$ cat config.mk
export PLATFORM = sky130hd
export DESIGN_NAME = demux_1to8_collect
export DESIGN_NICKNAME = d
export VERILOG_FILES = /design/src/rtl/adain_pkg.sv /design/src/rtl/demux_lane_dec.sv /design/src/rtl/demux_1to8_collect.sv
export SDC_FILE = /design/constraint.sdc
export NUM_CORES = 1
export LEC_CHECK = 0
export BUFFER_PORTS_ARGS = -buffer_cell sky130_fd_sc_hd__clkbuf_2
export CAP_MARGIN = 20
export CORE_MARGIN = 4
export CORE_UTILIZATION = 40
export DETAILED_ROUTE_END_ITERATION = 12
export PLACE_DENSITY = 0.74
export SYNTH_ARGS = -nofsm -noshare
export SYNTH_HDL_FRONTEND = slang
export SYNTH_SLANG_ARGS = --single-unit
export TNS_END_PERCENT = 5
$ cat constraint.sdc
create_clock -name clk -period 3.7 [get_ports clk]
set_input_delay 0.185 -clock clk [delete_from_list [all_inputs] [get_ports clk]]
set_output_delay 0.185 -clock clk [all_outputs]
set_load 0.02 [all_outputs]
$ cat src/rtl/adain_pkg.sv
// Shared constants and types for the AdaIN lane collector.
// Lane count, index width, collector state encoding.
package adain_pkg;

    localparam int LANES = 8;
    localparam int IDX_W = 3;

    typedef enum logic {
        COLLECT = 1'b0,
        HOLD    = 1'b1
    } state_t;

    function automatic logic [IDX_W:0] group_count(
        input logic [IDX_W-1:0] idx
    );
        return {1'b0, idx} + (IDX_W+1)'(1);
    endfunction

endpackage

$ cat src/rtl/demux_lane_dec.sv
// Lane write-enable decoder for the AdaIN lane collector.
// Turns the current lane index into a one-hot write strobe.
module demux_lane_dec
    import adain_pkg::*;
(
    input  logic [IDX_W-1:0] idx,
    input  logic             en,
    output logic [LANES-1:0] wen
);

    // One-hot strobe for the lane being written; all-zero when idle.
    always_comb begin
        wen = '0;
        if (en) begin
            wen[idx] = 1'b1;
        end
    end

endmodule

$ cat src/rtl/demux_1to8_collect.sv
// Serial-to-8-lane collector: word k of a group lands in lane k.
// Optional DEMUX_LAST_EN adds in_last / out_count for short groups.
module demux_1to8_collect
    import adain_pkg::*;
#(
    parameter int WIDTH = 16
) (
    input  logic             clk,
    input  logic             rst,
    input  logic             in_valid,
    output logic             in_ready,
    input  logic [WIDTH-1:0] in_data,
    output logic             out_valid,
    input  logic             out_ready,
`ifdef DEMUX_LAST_EN
    input  logic             in_last,
    output logic [3:0]       out_count,
`endif
    output logic [WIDTH-1:0] out_lane0,
    output logic [WIDTH-1:0] out_lane1,
    output logic [WIDTH-1:0] out_lane2,
    output logic [WIDTH-1:0] out_lane3,
    output logic [WIDTH-1:0] out_lane4,
    output logic [WIDTH-1:0] out_lane5,
    output logic [WIDTH-1:0] out_lane6,
    output logic [WIDTH-1:0] out_lane7
);

    state_t           state;
    logic [IDX_W-1:0] idx;
    logic [WIDTH-1:0] lane [LANES];
    logic [LANES-1:0] wen;
    logic             accept;
    logic             last;
    logic             close;

`ifdef DEMUX_LAST_EN
    assign last = in_last;
`else
    assign last = 1'b0;
`endif

    assign out_valid = (state == HOLD);
    assign in_ready  = !out_valid || out_ready;
    assign accept    = in_valid && in_ready;
    assign close     = accept && ((idx == IDX_W'(LANES-1)) || last);

    demux_lane_dec u_dec (
        .idx (idx),
        .en  (accept),
        .wen (wen)
    );

    // Group state and write index; a consumed group restarts at lane 0.
    always_ff @(posedge clk) begin
        if (rst) begin
            state <= COLLECT;
            idx   <= '0;
        end else if (close) begin
            state <= HOLD;
            idx   <= '0;
        end else if (accept) begin
            state <= COLLECT;
            idx   <= idx + IDX_W'(1);
        end else if (out_valid && out_ready) begin
            state <= COLLECT;
            idx   <= '0;
        end
    end

    // Lane registers: write the indexed lane, zero the tail on an early close.
    always_ff @(posedge clk) begin
        if (rst) begin
            for (int i = 0; i < LANES; i++) begin
                lane[i] <= '0;
            end
        end else begin
            for (int i = 0; i < LANES; i++) begin
                if (wen[i]) begin
                    lane[i] <= in_data;
                end else if (accept && last && (IDX_W'(i) > idx)) begin
                    lane[i] <= '0;
                end
            end
        end
    end

`ifdef DEMUX_LAST_EN
    // Number of real words in the group, captured when it closes.
    always_ff @(posedge clk) begin
        if (rst) begin
            out_count <= '0;
        end else if (close) begin
            out_count <= group_count(idx);
        end
    end
`endif

    assign out_lane0 = lane[0];
    assign out_lane1 = lane[1];
    assign out_lane2 = lane[2];
    assign out_lane3 = lane[3];
    assign out_lane4 = lane[4];
    assign out_lane5 = lane[5];
    assign out_lane6 = lane[6];
    assign out_lane7 = lane[7];

endmodule

==> results.yml <==
route:
  wirelength_um: 11800
  vias: 3006
  routed_via_density: 4.67
  wl_per_cell_um: 18.3
  drt_pre_antenna_iters: 5
  dr.first_iter.drc_count: 239
  ant_nets: 0
  drc: 0
setup_path:
  critPathRequiredTime_ns: 3.74
  cp.arrival_ns: 2.05
  cpPeakStageDelay_ns: 0.65
  path_buf_inv: 0
  critPathLaunchType: "register"
  crit_type: "register to register"
  worst_setup_path_end_kind: "register"
  r2r_cells: 3
  critPathSlowestCell: "nand2b_1"
  worst-path-stages: 3
  cpLargestDelayFamily: "simple AND/OR/NAND/NOR gates"
  worstPathMaxFanout: 17
  crit_chain: "nor2b_2 -> nand3_2 -> nand2b_1"
sta:
  fin_crit_sh_pct: 54.3
  final_hold_viol_count: 0
  fin_crit_ns: 2.01
  setup_violations: 0
  worst_slack_ns: 1.69
  max_slew.worst_pin.slew_ns: 0.923
  clock_skew_ns: 0.0109
  timing.slew.headroom_pct: 38.4
  setup-tns-final_ns: 0
  maxSlewViolCount: 0
  rsz0062_at_grt: "no"
  timing.fmax_ghz: 0.497
layout:
  antenna_cells: 0
  final_util_pct: 53.2
  stdcell_area_mm2: 0.00642
  drive_gt1_share_pct: 44.5
  syn_to_final_growth_pct: 30.2
  most-common-layout-cells: "clkbuf_2 (149), edfxtp_1 (128), nor2_1 (79)"
  final_common_cell: "clkbuf_2"
  fillers: 974
  nets: 485
logic_synthesis:
  synth_area_mm2: 0.00493
  synth_cell_types: 28
  yosys.area_share.simple_pct: 15.4
  syn_inst: 307
  synth.area.mux_share_pct: 0.203
  synth_warnings: 0
  yosysTopAreaCell: "edfxtp_1"
  synth_top_family_by_area: "simple AND/OR/NAND/NOR gates"
  synthFlopType: "edfxtp_1"
  synth_edf_count: 128
  yosysTopAreaCellShare_pct: 77.9
  synth_compound_area_share_pct: 1.04
  synth_seq_area_share_pct: 79.6
  syn_nets: 329
  syn_area_per_cell_um2: 16.1
  synthAdderAreaFrac_pct: 0.507
  async_flop_share_pct: 0
  netlist_top_cells_area: "edfxtp_1 (78%), nor2_1 (6.0%), nand2b_1 (2.8%)"
  synth-xor-area-share_pct: 0
  synth_seq_cells: 132
hold_path:
  hold_class: "primary input to register"
  hold_depth: 3
clock_network:
  h-tree-depth: 4
  clk-insertion-delay-late_ns: 0.41
  cts_setup_buffers: 0
  cts.path.max_buffers: 2
  numCtsBuffers: 17
  hold_buffers: 0
  cts_resized: 0
  cts_tree: "done"
  clockRootBuffer: "clkbuf_16"
  cts.sinks: 132
  cts.clk_slew.worst_paths_ns: 0.06
pwr:
  p_per_area_mw_per_mm2: 592
  finalPower_mw: 3.80
  p_leak_nw: 2.66
  peakVddDrop_uv: 324
placement:
  dp_hpwl_um: 8600
  io_buffer_count: 149
  pre_cts_ws_ns: 1.68
  place_area_mm2: 0.00581
  gp_congestion: 0.784
floorplanning:
  core_mm2: 0.0121
  die_x_um: 119
  die_area_mm2: 0.0142
  boundaryPins: 150
  initial_utilization_pct: 40.9
  rows: 40
  die_y_um: 119
status:
  outcome: "finished clean"
global_route:
  grt_antenna_before_repair: 0
  track_usage_pct: 17.0
  grt_start_max_net_pins: 27
  grt-ovfl-total: 0
  grt_pass1_wl_um: 17800
  grt_pass1_vias: 3109
flow_run:
  maxCapViolCount: 0
## power by group
part | internal (mW) | switching [mW]
registers | 1.73 | 0.0385
clock network | 1.07 | 0.636
logic | 0.0845 | 0.238
total | 2.89 | 0.912
## final cells by class
cell class,count,area [µm²],area share [%]
Tap cell,168,210,3.27
Sequential cell,132,3920,61.1
Multi-Input combinational cell,144,856,13.3
Timing Repair Buffer,151,761,11.8
Clock inverter,14,178,2.77
Inverter,17,63.8,0.994
Clock buffer,18,429,6.68
## synthesized netlist by cell type (2+ instances only)
library cell and number:
clkbuf_1 2, nor2_2 10, nand3_2 2, buf_2 7
ha_1 2, nand4bb_1 2, nand4b_4 2, dfxtp_1 4
o21bai_1 2, nand2b_1 22, nor2_4 10, nor2_1 79
edfxtp_1 128, buf_6 2, inv_1 17, buf_4 2
a32oi_1 2, a21oi_1 2
## worst min-delay path, stage by stage
cell	delay (ns)
clkbuf_2	0.16
nand3_1	0.10
a21oi_1	0.06
## per-stage QoR
stage / hold slack [ns] / std cells
2_1_floorplan: 0.440 / 307
3_3_place_gp: 0.535 / 612
3_5_place_dp: 0.563 / 612
4_1_cts: 0.121 / 644
5_1_grt: 0.149 / 644
6_report: 0.143 / 644
## state kept, by name (all words and copies together) (netlist names)
register / cells
lane: 128
idx: 3
out_valid: 1
## routing by layer
metal,wire [µm],global-route usage [%]
met2,6340,29.5
met3,764,5.56
met5,0,0
met4,182,6.30
met1,4520,19.6
## path summary, 6_finish.rpt
check / start / end / slack [ns]
max reg2reg: idx[2] / lane[1][11] / 1.69
min reg2reg: idx[0] / idx[0] / 0.63
max: idx[2] / lane[1][11] / 1.69
min: in_valid / out_valid / 0.14
## kinds of logic (layout without fill, tap and decap cells)
logic type	count (synthesis)	count (layout)
mux	1	1
buf+inv	31	200
compound gates	7	7
flops	132	132
simple gates	134	134
fa+ha+maj	2	2
No activity file was read; power rests on OpenSTA's default activity.
